## config.mk

```make
export PLATFORM = sky130hd
export DESIGN_NAME = voice_rom_scheduler_flat
export DESIGN_NICKNAME = d
export VERILOG_FILES = /design/src/rtl/voice_rom_scheduler_if.sv /design/src/rtl/voice_rom_scheduler.sv /design/src/flat_wrapper.sv
export SDC_FILE = /design/constraint.sdc
export NUM_CORES = 1
export LEC_CHECK = 0
export CAP_MARGIN = 15
export CORE_AREA = 8 8 97 77
export CTS_BUF_LIST = sky130_fd_sc_hd__clkbuf_16
export DETAILED_ROUTE_END_ITERATION = 6
export DIE_AREA = 0 0 105 85
export PLACE_DENSITY_LB_ADDON = 0.3
export SLEW_MARGIN = 20
export SYNTH_ARGS = -nofsm -noshare
export SYNTH_HDL_FRONTEND = slang
export SYNTH_SLANG_ARGS = --single-unit
```

## constraint.sdc

```tcl
create_clock -name clk -period 9.2 [get_ports clk]
set_input_delay 1.84 -clock clk [delete_from_list [all_inputs] [get_ports clk]]
set_output_delay 1.84 -clock clk [all_outputs]
set_load 0.005 [all_outputs]
```

## src/rtl/voice_rom_scheduler_if.sv

```systemverilog
// -----------------------------------------------------------------------------
// voice_rom_scheduler_if
// Bundles the voice-side inputs, the shared ROM port and the per-voice sample
// outputs of voice_rom_scheduler.
//   voice_en     per-voice enable, bit i = voice i
//   voice_addrs  per-voice ROM address, voice i at [i*ADDR_W +: ADDR_W]
//   rom_en       registered ROM read strobe
//   rom_addr     registered ROM read address
//   rom_data     ROM read data, ROM_LAT cycles after the issue cycle
//   samples      per-voice held sample, voice i at [i*DATA_W +: DATA_W]
//   sample_upd   one-cycle pulse per voice slice update
//   frame_done   one-cycle pulse when the last voice of a pass lands
//   cur_voice    voice index of the current issue
// Modport slave is the scheduler; modport master is the voice/ROM side.
// -----------------------------------------------------------------------------
interface voice_rom_scheduler_if #(
    parameter int NUM_VOICES = 3,
    parameter int ADDR_W     = 12,
    parameter int DATA_W     = 8
);
    logic [NUM_VOICES-1:0]        voice_en;
    logic [NUM_VOICES*ADDR_W-1:0] voice_addrs;
    logic                         rom_en;
    logic [ADDR_W-1:0]            rom_addr;
    logic [DATA_W-1:0]            rom_data;
    logic [NUM_VOICES*DATA_W-1:0] samples;
    logic [NUM_VOICES-1:0]        sample_upd;
    logic                         frame_done;
    logic [2:0]                   cur_voice;

    modport slave (
        input  voice_en, voice_addrs, rom_data,
        output rom_en, rom_addr, samples, sample_upd, frame_done, cur_voice
    );

    modport master (
        output voice_en, voice_addrs, rom_data,
        input  rom_en, rom_addr, samples, sample_upd, frame_done, cur_voice
    );
endinterface

```

## src/rtl/voice_rom_scheduler.sv

```systemverilog
// -----------------------------------------------------------------------------
// voice_rom_scheduler
// Time-shares one synchronous waveform ROM port among NUM_VOICES voices in
// round-robin order. Each cycle one read is issued for the next enabled voice;
// a tag {valid, voice, last} follows the read through the ROM latency and
// steers the returned data into that voice's holding register.
// Ports:
//   clk    system clock, rising edge
//   rst_n  asynchronous active-low reset
//   bus    voice_rom_scheduler_if.slave (voice inputs, ROM port, samples)
// -----------------------------------------------------------------------------
module voice_rom_scheduler #(
    parameter int NUM_VOICES = 3,
    parameter int ADDR_W     = 12,
    parameter int DATA_W     = 8,
    parameter int ROM_LAT    = 1
) (
    input  logic                  clk,
    input  logic                  rst_n,
    voice_rom_scheduler_if.slave  bus
);
    localparam logic [2:0] LAST_IDX = 3'(NUM_VOICES - 1);

    typedef enum logic {
        ST_IDLE = 1'b0,
        ST_RUN  = 1'b1
    } state_e;

    state_e                          state_q, state_d;
    logic [2:0]                      ptr_q, ptr_d;
    logic                            rom_en_q, rom_en_d;
    logic [ADDR_W-1:0]               rom_addr_q, rom_addr_d;
    logic [2:0]                      cur_voice_q, cur_voice_d;
    logic                            last_q, last_d;
    logic [ROM_LAT-1:0]              tag_vld_q, tag_vld_d;
    logic [ROM_LAT-1:0][2:0]         tag_voice_q, tag_voice_d;
    logic [ROM_LAT-1:0]              tag_last_q, tag_last_d;
    logic [NUM_VOICES-1:0][DATA_W-1:0] samples_q, samples_d;
    logic [NUM_VOICES-1:0]           sample_upd_q, sample_upd_d;
    logic                            frame_done_q, frame_done_d;

    logic [7:0]                      en8_s;
    logic [2:0]                      nxt_s;
    logic                            last_s;
    logic [ADDR_W-1:0]               addr_sel_s;
    logic                            cap_vld_s;
    logic [2:0]                      cap_voice_s;

    assign en8_s       = 8'(bus.voice_en);
    assign cap_vld_s   = tag_vld_q[ROM_LAT-1];
    assign cap_voice_s = tag_voice_q[ROM_LAT-1];

    // Round-robin search: first enabled voice after ptr_q, wrapping back to ptr_q itself
    always_comb begin
        logic [3:0] idx_v;
        logic       found_v;
        nxt_s   = ptr_q;
        found_v = 1'b0;
        idx_v   = 4'd0;
        for (int k = 1; k <= NUM_VOICES; k++) begin
            idx_v = 4'(int'(ptr_q) + k);
            if (idx_v >= 4'(NUM_VOICES)) begin
                idx_v = idx_v - 4'(NUM_VOICES);
            end else begin
                idx_v = idx_v;
            end
            if (!found_v && en8_s[idx_v[2:0]]) begin
                nxt_s   = idx_v[2:0];
                found_v = 1'b1;
            end else begin
                found_v = found_v;
            end
        end
    end

    // Pass-wrap flag and address mux for the selected voice
    always_comb begin
        last_s     = 1'b1;
        addr_sel_s = {ADDR_W{1'b0}};
        for (int i = 0; i < NUM_VOICES; i++) begin
            if (3'(i) > nxt_s && bus.voice_en[i]) begin
                last_s = 1'b0;
            end else begin
                last_s = last_s;
            end
            if (3'(i) == nxt_s) begin
                addr_sel_s = bus.voice_addrs[i*ADDR_W +: ADDR_W];
            end else begin
                addr_sel_s = addr_sel_s;
            end
        end
    end

    // FSM next state and issue registers; leaving RUN re-arms the pointer so voice 0 leads
    always_comb begin
        state_d     = state_q;
        ptr_d       = ptr_q;
        rom_en_d    = 1'b0;
        rom_addr_d  = rom_addr_q;
        cur_voice_d = cur_voice_q;
        last_d      = 1'b0;
        case (state_q)
            ST_IDLE: begin
                if (bus.voice_en != {NUM_VOICES{1'b0}}) state_d = ST_RUN;
                else                                     state_d = ST_IDLE;
            end
            ST_RUN: begin
                if (bus.voice_en == {NUM_VOICES{1'b0}}) state_d = ST_IDLE;
                else                                     state_d = ST_RUN;
            end
            default: state_d = ST_IDLE;
        endcase
        if (state_d == ST_RUN) begin
            rom_en_d    = 1'b1;
            rom_addr_d  = addr_sel_s;
            cur_voice_d = nxt_s;
            last_d      = last_s;
            ptr_d       = nxt_s;
        end else begin
            ptr_d       = LAST_IDX;
        end
    end

    // Tag shift register and sample capture; a tag whose voice is now disabled is dropped
    // but still carries its pass-wrap flag to frame_done
    always_comb begin
        tag_vld_d      = tag_vld_q;
        tag_voice_d    = tag_voice_q;
        tag_last_d     = tag_last_q;
        tag_vld_d[0]   = rom_en_q;
        tag_voice_d[0] = cur_voice_q;
        tag_last_d[0]  = last_q;
        for (int i = 1; i < ROM_LAT; i++) begin
            tag_vld_d[i]   = tag_vld_q[i-1];
            tag_voice_d[i] = tag_voice_q[i-1];
            tag_last_d[i]  = tag_last_q[i-1];
        end
        samples_d    = samples_q;
        sample_upd_d = {NUM_VOICES{1'b0}};
        frame_done_d = cap_vld_s & tag_last_q[ROM_LAT-1];
        for (int i = 0; i < NUM_VOICES; i++) begin
            if (!bus.voice_en[i]) begin
                samples_d[i] = {DATA_W{1'b0}};
            end else if (cap_vld_s && cap_voice_s == 3'(i)) begin
                samples_d[i]    = bus.rom_data;
                sample_upd_d[i] = 1'b1;
            end else begin
                samples_d[i] = samples_q[i];
            end
        end
    end

    // State, issue, tag and output registers
    always_ff @(posedge clk or negedge rst_n) begin
        if (!rst_n) begin
            state_q      <= ST_IDLE;
            ptr_q        <= LAST_IDX;
            rom_en_q     <= 1'b0;
            rom_addr_q   <= {ADDR_W{1'b0}};
            cur_voice_q  <= 3'd0;
            last_q       <= 1'b0;
            tag_vld_q    <= {ROM_LAT{1'b0}};
            tag_voice_q  <= {(ROM_LAT*3){1'b0}};
            tag_last_q   <= {ROM_LAT{1'b0}};
            samples_q    <= {(NUM_VOICES*DATA_W){1'b0}};
            sample_upd_q <= {NUM_VOICES{1'b0}};
            frame_done_q <= 1'b0;
        end else begin
            state_q      <= state_d;
            ptr_q        <= ptr_d;
            rom_en_q     <= rom_en_d;
            rom_addr_q   <= rom_addr_d;
            cur_voice_q  <= cur_voice_d;
            last_q       <= last_d;
            tag_vld_q    <= tag_vld_d;
            tag_voice_q  <= tag_voice_d;
            tag_last_q   <= tag_last_d;
            samples_q    <= samples_d;
            sample_upd_q <= sample_upd_d;
            frame_done_q <= frame_done_d;
        end
    end

    assign bus.rom_en     = rom_en_q;
    assign bus.rom_addr   = rom_addr_q;
    assign bus.cur_voice  = cur_voice_q;
    assign bus.samples    = samples_q;
    assign bus.sample_upd = sample_upd_q;
    assign bus.frame_done = frame_done_q;
endmodule
```

## src/flat_wrapper.sv

```systemverilog
// flat-port wrapper written by rule: the top's interface ports become plain ports
module voice_rom_scheduler_flat 
#(
    parameter int NUM_VOICES = 3,
    parameter int ADDR_W     = 12,
    parameter int DATA_W     = 8,
    parameter int ROM_LAT    = 1
)
  (clk, rst_n, bus_voice_en, bus_voice_addrs, bus_rom_data, bus_rom_en, bus_rom_addr, bus_samples, bus_sample_upd, bus_frame_done, bus_cur_voice);
  voice_rom_scheduler_if #(.NUM_VOICES(NUM_VOICES), .ADDR_W(ADDR_W), .DATA_W(DATA_W)) bus_i ();
  input  logic clk;
  input  logic rst_n;
  input wire logic [$bits(bus_i.voice_en)-1:0] bus_voice_en;
  input wire logic [$bits(bus_i.voice_addrs)-1:0] bus_voice_addrs;
  input wire logic [$bits(bus_i.rom_data)-1:0] bus_rom_data;
  output wire logic [$bits(bus_i.rom_en)-1:0] bus_rom_en;
  output wire logic [$bits(bus_i.rom_addr)-1:0] bus_rom_addr;
  output wire logic [$bits(bus_i.samples)-1:0] bus_samples;
  output wire logic [$bits(bus_i.sample_upd)-1:0] bus_sample_upd;
  output wire logic [$bits(bus_i.frame_done)-1:0] bus_frame_done;
  output wire logic [$bits(bus_i.cur_voice)-1:0] bus_cur_voice;
  assign bus_i.voice_en = bus_voice_en;
  assign bus_i.voice_addrs = bus_voice_addrs;
  assign bus_i.rom_data = bus_rom_data;
  assign bus_rom_en = bus_i.rom_en;
  assign bus_rom_addr = bus_i.rom_addr;
  assign bus_samples = bus_i.samples;
  assign bus_sample_upd = bus_i.sample_upd;
  assign bus_frame_done = bus_i.frame_done;
  assign bus_cur_voice = bus_i.cur_voice;
  voice_rom_scheduler #(.NUM_VOICES(NUM_VOICES), .ADDR_W(ADDR_W), .DATA_W(DATA_W), .ROM_LAT(ROM_LAT)) u_core (.clk(clk), .rst_n(rst_n), .bus(bus_i));
endmodule
```

==> results of run 1 <==
[stage by stage]
stage                     setup slack [ns]  power [mW]
final                                 4.16        1.56
after global routing                  3.97        1.69
after CTS                             4.37        1.56
after detailed placement              4.06        1.37
after global placement                4.20        1.34
after floorplan                       5.37        1.11
[flip-flops by register name (all words and copies together) (netlist names)]
| name | count |
|---|---|
| u_core.bus.sample_upd | 3 |
| u_core.bus.cur_voice | 3 |
| u_core.bus.rom_en | 1 |
| u_core.tag_last_q | 1 |
| u_core.last_q | 1 |
| u_core.bus.frame_done | 1 |
| u_core.bus.rom_addr | 12 |
| u_core.ptr_q | 3 |
| u_core.cap_voice_s | 3 |
| u_core.bus.samples | 24 |
| u_core.cap_vld_s | 1 |
[layout make-up]
| class | count | area [µm²] | area share |
|---|---|---|---|
| Multi-Input combinational cell | 216 | 1450 | 0.362 |
| Sequential cell | 53 | 1330 | 0.332 |
| Timing Repair Buffer | 94 | 931 | 0.233 |
| Clock buffer | 5 | 125 | 0.0313 |
| Tap cell | 81 | 101 | 0.0254 |
| Inverter | 10 | 37.5 | 0.00940 |
| Clock inverter | 3 | 26.3 | 0.00658 |
[Yosys cell counts (all sizes together) (2+ instances only)]
| library cell | n | area [µm²] |
|---|---|---|
| a21boi | 9 | 67.6 |
| a21o | 3 | 22.5 |
| a21oi | 12 | 60.1 |
| a221oi | 2 | 17.5 |
| a22o | 13 | 114 |
| a2bb2oi | 12 | 105 |
| a311oi | 2 | 17.5 |
| a31oi | 6 | 37.5 |
| a41o | 2 | 20.0 |
| and2 | 4 | 25.0 |
| and3 | 5 | 31.3 |
| buf | 10 | 56.3 |
| clkbuf | 7 | 26.3 |
| dfrtp | 52 | 1300 |
| ha | 7 | 87.6 |
| inv | 9 | 33.8 |
| mux2 | 2 | 22.5 |
| mux2i | 8 | 80.1 |
| nand2 | 51 | 191 |
| nand2b | 5 | 33.8 |
| nand3 | 3 | 15.0 |
| nand4 | 2 | 12.5 |
| nor2 | 17 | 63.8 |
| nor3 | 2 | 10.0 |
| nor3b | 4 | 30.0 |
| o21a | 13 | 97.6 |
| o21ai | 8 | 40.0 |
| xnor2 | 4 | 35.0 |
[worst max-delay path, stage by stage]
cell and delay (ns):
clkdlybuf4s50_1 0.73, and3_1 0.33, o21ai_0 0.28, a31oi_1 0.24
a2111oi_0 0.67, a21o_1 0.47, nand2b_2 0.38, a2bb2oi_1 0.18
a22o_1 0.15
[logic make-up (layout without fill, tap and decap cells)]
family / Yosys count / count (layout) / share of synthesized area
AOI/OAI and AO/OA: 96 / 96 / 0.257
adders and majority gates: 7 / 7 / 0.0304
buffers and inverters: 27 / 112 / 0.0418
and+or+nand+nor: 98 / 98 / 0.156
DFF: 53 / 53 / 0.462
xor gates and xnor gates: 5 / 5 / 0.0178
muxes: 10 / 10 / 0.0357
[placed cells by master, fill, tap and decap left out, types with 3 or more instances in the layout]
cell,count
inv_6,3
dfrtp_1,52
nand2_1,51
clkbuf_16,5
ha_1,7
a2bb2oi_1,12
nand3_1,3
a31oi_1,5
o21a_1,13
clkdlybuf4s50_1,91
a22o_1,13
and2_1,4
and3_1,5
mux2i_1,8
nor2_1,17
a21boi_0,8
o21ai_0,7
a21o_1,3
nand2b_1,4
nor3b_1,4
inv_1,9
xnor2_1,4
a21oi_1,12
[routing by layer]
layer | vias up | track usage | routed length (µm)
li1 | 1232 | - | -
met2 | 128 | 0.263 | 3360
met4 | 0 | 0.0375 | 53
met3 | 4 | 0.0681 | 760
met1 | 1197 | 0.244 | 3700
met5 | - | 0 | 0
[worst max-delay path by stage]
| stage | start | end | slack [ns] | cells past startpoint |
|---|---|---|---|---|
| 6_report | bus_voice_en[2] | u_core.bus.rom_addr[1] | 4.16 | 9 |
| 5_1_grt | bus_voice_en[2] | u_core.bus.rom_addr[8] | 3.97 | 9 |
| 2_1_floorplan | bus_voice_en[1] | u_core.bus.rom_addr[2] | 5.37 | 10 |
| 3_3_place_gp | bus_voice_en[2] | u_core.bus.rom_addr[0] | 4.20 | 9 |
| 4_1_cts | bus_voice_en[2] | u_core.bus.rom_addr[1] | 4.37 | 9 |
| 3_5_place_dp | bus_voice_en[2] | u_core.bus.rom_addr[3] | 4.06 | 9 |
[where the power goes]
part,internal [mW],switching (mW),leakage [nW]
clock,0.104,0.0868,0.0752
combinational,0.482,0.513,0.960
sequential,0.319,0.0584,0.674
==> run_summary.xml, run 1 <==
<?xml version="1.0" encoding="UTF-8"?>
<metrics>
  <group name="yosys">
    <metric name="yosys_most_used_dff" unit="">dfrtp_1</metric>
    <metric name="syn-num-nets" unit="">352</metric>
    <metric name="synth-seq-area-share" unit="">0.462</metric>
    <metric name="synth-edff-count" unit="">0</metric>
    <metric name="post_synthesis_instance_area" unit="µm²">2880</metric>
    <metric name="synthDistinctLibCells" unit="">55</metric>
    <metric name="syn_avg_cell_area" unit="µm²">9.72</metric>
    <metric name="ys_ff_latch" unit="">53</metric>
    <metric name="synthCells" unit="">296</metric>
    <metric name="async_reset_ff_frac" unit="">1.00</metric>
    <metric name="yosysWarnings" unit="">0</metric>
  </group>
  <group name="sta">
    <metric name="fmax" unit="GHz">0.198</metric>
    <metric name="fin_crit" unit="ns">5.04</metric>
    <metric name="hold_violations" unit="">0</metric>
    <metric name="setup_repair_after_global_routing_missed_its_margin" unit="">no</metric>
    <metric name="hold_slack" unit="ns">0.375</metric>
    <metric name="final.period_utilization" unit="">0.548</metric>
    <metric name="slew-limit-headroom" unit="">0.456</metric>
    <metric name="fin_skew" unit="ns">0.0119</metric>
    <metric name="maxSlewViolCount" unit="">0</metric>
    <metric name="aggregate_negative_setup_slack" unit="ns">0</metric>
    <metric name="worst_slew_pin_slew" unit="ns">0.809</metric>
    <metric name="setup_viol" unit="">0</metric>
  </group>
  <group name="floorplan">
    <metric name="design.die.area" unit="µm²">8930</metric>
    <metric name="fp.dieH" unit="µm">85</metric>
    <metric name="coreArea" unit="µm²">6010</metric>
    <metric name="num_io_pins" unit="">93</metric>
    <metric name="std_cell_rows" unit="">25</metric>
    <metric name="initial_core_util" unit="">0.479</metric>
    <metric name="floorplan.die.width" unit="µm">105</metric>
  </group>
  <group name="job">
    <metric name="maxCapViolCount" unit="">0</metric>
  </group>
  <group name="setup_path">
    <metric name="worst-setup-path-type" unit="">in2reg</metric>
    <metric name="r2r_cells" unit="">10</metric>
    <metric name="critical_path.reg2reg.startpoint" unit="">u_core.ptr_q[0]</metric>
    <metric name="critical_path.reg2reg.endpoint" unit="">u_core.bus.rom_addr[1]</metric>
    <metric name="critPathRequiredTime" unit="ns">9.43</metric>
    <metric name="worst_setup_path_start_kind" unit="">input port</metric>
    <metric name="worst-r2r-setup-slack" unit="ns">4.82</metric>
    <metric name="cp-end-kind" unit="">flop</metric>
    <metric name="worstPathArrival" unit="ns">5.27</metric>
    <metric name="worstPathMaxFanout" unit="">16</metric>
  </group>
  <group name="clock_network">
    <metric name="cts_tree" unit="">yes</metric>
    <metric name="post-cts-setup-buffer-count" unit="">0</metric>
    <metric name="clock-sinks" unit="">53</metric>
    <metric name="htree_num_levels" unit="">2</metric>
    <metric name="ctsResizeCount" unit="">0</metric>
    <metric name="worst_skew_pair.late_latency" unit="ns">0.29</metric>
    <metric name="numCtsBuffers" unit="">5</metric>
    <metric name="cts-hold-fix-buffers" unit="">0</metric>
    <metric name="cts_max_path_buffers" unit="">2</metric>
    <metric name="ctsRootBufferMaster" unit="">clkbuf_16</metric>
    <metric name="clkSlewWorstSetupHoldPaths" unit="ns">0.08</metric>
  </group>
  <group name="placement">
    <metric name="post_detail_place_hpwl" unit="µm">5850</metric>
    <metric name="place.gp.congestion" unit="">0.848</metric>
    <metric name="placedCellCount" unit="">454</metric>
    <metric name="dpl_cell_area" unit="µm²">3830</metric>
    <metric name="io_buffer_count" unit="">92</metric>
  </group>
  <group name="worst_hold_path">
    <metric name="worst_hold_path.num_cells" unit="">0</metric>
    <metric name="hold_path_startpoint" unit="">u_core.last_q</metric>
    <metric name="holdPathEnd" unit="">u_core.tag_last_q</metric>
    <metric name="worstHoldPathType" unit="">reg2reg</metric>
  </group>
  <group name="cells_and_area">
    <metric name="areaGrowthSynthToFinish" unit="%">38.9</metric>
    <metric name="share_of_cells_above_drive_strength_1" unit="">0.0551</metric>
    <metric name="finalCoreUtilization" unit="">0.665</metric>
    <metric name="layout.nets" unit="">436</metric>
    <metric name="design_area" unit="µm²">4000</metric>
    <metric name="finish.cell_count_without_fillers" unit="">462</metric>
    <metric name="num-fill-cells" unit="">502</metric>
    <metric name="antenna-diode-count" unit="">0</metric>
  </group>
  <group name="route">
    <metric name="drt-initial-drc-count" unit="">171</metric>
    <metric name="dr_total_vias" unit="">2561</metric>
    <metric name="final_antenna_net_count" unit="">0</metric>
    <metric name="drt_wl_total" unit="µm">7880</metric>
    <metric name="detailedRoute.firstPassIterationCount" unit="">4</metric>
    <metric name="drc" unit="">0</metric>
    <metric name="wire_length_per_cell_after_detailed_routing" unit="µm">17.1</metric>
    <metric name="drt-vias-per-instance" unit="">5.54</metric>
  </group>
  <group name="grt">
    <metric name="grt_usage" unit="">0.179</metric>
    <metric name="grt_max_degree" unit="">54</metric>
    <metric name="first_global_vias" unit="">2621</metric>
    <metric name="wire_length_of_the_first_global_routing_pass" unit="µm">13200</metric>
    <metric name="globalRoute.totalOverflow" unit="">0</metric>
    <metric name="initial_antenna_violation_count" unit="">0</metric>
  </group>
  <group name="status">
    <metric name="outcome" unit="">finished, final reports clean</metric>
  </group>
  <group name="power_and_ir_drop">
    <metric name="max-vdd-ir-drop" unit="µV">211</metric>
    <metric name="lkg_pwr" unit="nW">1.71</metric>
    <metric name="cellPowerDensity" unit="nW/µm²">391</metric>
  </group>
</metrics>
No activity file was read; power rests on OpenSTA's default activity.
==> run 2, diff against run 1 <==
CORE_AREA = 8 8 101 80   (was 8 8 97 77)
DIE_AREA = 0 0 109 88   (was 0 0 105 85)
clock period = 4.7 ns   (was 9.2 ns; I/O delays follow)
==> run 2 against run 1 <==
Against the previous run: sequential power increased by 96%; wire length is 3.1% higher; clock skew down 0.0073 ns; critical path depth increased by 2; core utilization decreased by 5.0 points; global-route usage is 1.0 points lower; non-clock buffer count is 3 higher; cell count is 1.3% higher; setup slack worse by 3.5 ns; clock-buffer cell count unchanged; clock power increased by 110%; combinational power grew 100%; largest cell class unchanged.
==> run_summary.xml, run 2 (synthesis gave the netlist of run 1 again) <==
<?xml version="1.0" encoding="UTF-8"?>
<metrics>
  <group name="status">
    <metric name="outcome" unit="">finished, final reports clean</metric>
  </group>
  <group name="clock_network">
    <metric name="htree_num_levels" unit="">2</metric>
    <metric name="ctsRootBufferMaster" unit="">clkbuf_16</metric>
    <metric name="cts_max_path_buffers" unit="">2</metric>
    <metric name="cts_tree" unit="">yes</metric>
    <metric name="ctsResizeCount" unit="">0</metric>
    <metric name="numCtsBuffers" unit="">5</metric>
    <metric name="clkSlewWorstSetupHoldPaths" unit="ns">0.07</metric>
    <metric name="worst_skew_pair.late_latency" unit="ns">0.28</metric>
    <metric name="clock-sinks" unit="">53</metric>
    <metric name="cts-hold-fix-buffers" unit="">0</metric>
    <metric name="post-cts-setup-buffer-count" unit="">0</metric>
  </group>
  <group name="setup_path">
    <metric name="critPathRequiredTime" unit="ns">4.92</metric>
    <metric name="worst_setup_path_start_kind" unit="">flop</metric>
    <metric name="worstPathMaxFanout" unit="">22</metric>
    <metric name="worst-setup-path-type" unit="">reg2reg</metric>
    <metric name="path_cells" unit="">inv_1, ha_1, and3_1, o21ai_0, a31oi_1, a2111oi_0, a21o_1, buf_4, nand2b_2, a2bb2oi_1, a22o_1</metric>
    <metric name="worstPathArrival" unit="ns">4.22</metric>
    <metric name="crit_family" unit="">compound AO/OA/AOI/OAI gates</metric>
    <metric name="slowest_delay" unit="ns">0.77</metric>
    <metric name="combined_buffer_and_inverter_count_along_the_critical_path" unit="">2</metric>
    <metric name="cp-end-kind" unit="">flop</metric>
    <metric name="worst_path_max_delay_cell" unit="">dfrtp_1</metric>
  </group>
  <group name="sta">
    <metric name="fin_crit" unit="ns">3.99</metric>
    <metric name="aggregate_negative_setup_slack" unit="ns">0</metric>
    <metric name="slew-limit-headroom" unit="">0.318</metric>
    <metric name="worst_slew_pin_slew" unit="ns">1.02</metric>
    <metric name="hold_violations" unit="">0</metric>
    <metric name="fmax" unit="GHz">0.250</metric>
    <metric name="fin_skew" unit="ns">0.00461</metric>
    <metric name="setup_repair_after_global_routing_missed_its_margin" unit="">no</metric>
    <metric name="final.period_utilization" unit="">0.850</metric>
    <metric name="maxSlewViolCount" unit="">0</metric>
    <metric name="setup_viol" unit="">0</metric>
  </group>
  <group name="cells_and_area">
    <metric name="share_of_cells_above_drive_strength_1" unit="">0.0573</metric>
    <metric name="most-common-layout-cells" unit="">clkdlybuf4s50_1 (91), dfrtp_1 (52), nand2_1 (51), nor2_1 (17)</metric>
    <metric name="layout.nets" unit="">439</metric>
    <metric name="largest_reg_flops" unit="">24</metric>
    <metric name="antenna-diode-count" unit="">0</metric>
    <metric name="areaGrowthSynthToFinish" unit="%">39.9</metric>
    <metric name="final_common_cell" unit="">clkdlybuf4s50_1</metric>
    <metric name="finish.cell_count_without_fillers" unit="">468</metric>
  </group>
  <group name="placement">
    <metric name="place.gp.congestion" unit="">0.846</metric>
    <metric name="post_detail_place_hpwl" unit="µm">6110</metric>
    <metric name="placedCellCount" unit="">460</metric>
    <metric name="io_buffer_count" unit="">92</metric>
  </group>
  <group name="floorplan">
    <metric name="floorplan.die.width" unit="µm">109</metric>
    <metric name="num_io_pins" unit="">93</metric>
    <metric name="fp.dieH" unit="µm">88</metric>
    <metric name="design.die.area" unit="µm²">9590</metric>
    <metric name="std_cell_rows" unit="">26</metric>
    <metric name="coreArea" unit="µm²">6540</metric>
    <metric name="initial_core_util" unit="">0.440</metric>
  </group>
  <group name="route">
    <metric name="wire_length_per_cell_after_detailed_routing" unit="µm">17.4</metric>
    <metric name="drc" unit="">0</metric>
    <metric name="drt_wl_total" unit="µm">8130</metric>
    <metric name="drt-vias-per-instance" unit="">5.49</metric>
    <metric name="detailedRoute.firstPassIterationCount" unit="">4</metric>
    <metric name="drt-initial-drc-count" unit="">183</metric>
    <metric name="dr_total_vias" unit="">2570</metric>
    <metric name="final_antenna_net_count" unit="">0</metric>
  </group>
  <group name="grt">
    <metric name="wire_length_of_the_first_global_routing_pass" unit="µm">13000</metric>
    <metric name="initial_antenna_violation_count" unit="">0</metric>
    <metric name="grt_max_degree" unit="">54</metric>
    <metric name="grt_usage" unit="">0.169</metric>
    <metric name="globalRoute.totalOverflow" unit="">0</metric>
    <metric name="first_global_vias" unit="">2566</metric>
  </group>
  <group name="power_and_ir_drop">
    <metric name="total_power" unit="mW">3.14</metric>
    <metric name="max-vdd-ir-drop" unit="µV">470</metric>
    <metric name="lkg_pwr" unit="nW">1.72</metric>
    <metric name="cellPowerDensity" unit="nW/µm²">781</metric>
  </group>
  <group name="worst_hold_path">
    <metric name="worstHoldPathType" unit="">reg2reg</metric>
  </group>
  <group name="job">
    <metric name="maxCapViolCount" unit="">0</metric>
  </group>
</metrics>
[run 2: changes by cell type in the layout (fill, tap and decap cells not counted), sizes merged]
| cell | delta |
|---|---|
| clkinv | +1 |
| bufinv | +1 |
| inv | -3 |
| buf | +3 |
| clkinvlp | +1 |
[run 2: cell type report]
class / count / area [µm²]
Clock inverter: 3 / 41.3
Tap cell: 84 / 105
Clock buffer: 5 / 125
Fill cell: 547 / 2510
Inverter: 10 / 37.5
Sequential cell: 53 / 1330
Timing Repair Buffer: 97 / 953
Multi-Input combinational cell: 216 / 1430
[run 2: report_power, final]
group,leakage (nW),switching (mW),internal (mW)
Clock,0.0775,0.153,0.249
Sequential,0.674,0.117,0.625
Combinational,0.972,1.01,0.983
[run 2: metal layers]
metal | vias to the layer above | GRT usage | routed length [µm]
met5 | - | 0 | 0
met4 | 0 | 0.0260 | 14
met3 | 2 | 0.0581 | 796
met2 | 114 | 0.254 | 3530
met1 | 1216 | 0.232 | 3790
li1 | 1238 | - | -
[run 2: through the flow]
stage | worst slack (ns) | util | hold slack [ns] | area [µm²]
finish | 0.707 | 0.615 | 0.348 | 4020
floorplan | 1.49 | - | 0.331 | 2880
global placement | 0.764 | 0.590 | 0.336 | 3860
global route | 0.439 | 0.615 | 0.351 | 4020
detailed placement | 0.724 | 0.590 | 0.350 | 3860
CTS | 0.779 | 0.615 | 0.351 | 4020
[run 2: worst register-to-register path: stages (launching register included)]
cell and delay, ns:
dfrtp_1 0.77, inv_1 0.32, ha_1 0.59, and3_1 0.28
o21ai_0 0.28, a31oi_1 0.21, a2111oi_0 0.43, a21o_1 0.13
buf_4 0.21, nand2b_2 0.31, a2bb2oi_1 0.24, a22o_1 0.16
[run 2: path summary, 6_finish.rpt]
check,startpoint,end,slack (ns),cells past startpoint
worst max register to register,u_core.ptr_q[0],u_core.bus.rom_addr[7],0.71,11
max in group asynchronous,rst_n,u_core.bus.samples[21],3.50,2
min in group asynchronous,rst_n,u_core.bus.samples[20],0.77,2
worst min register to register,u_core.last_q,u_core.tag_last_q,0.35,0
worst min-delay path,u_core.last_q,u_core.tag_last_q,0.35,0
worst max-delay path,u_core.ptr_q[0],u_core.bus.rom_addr[7],0.71,11
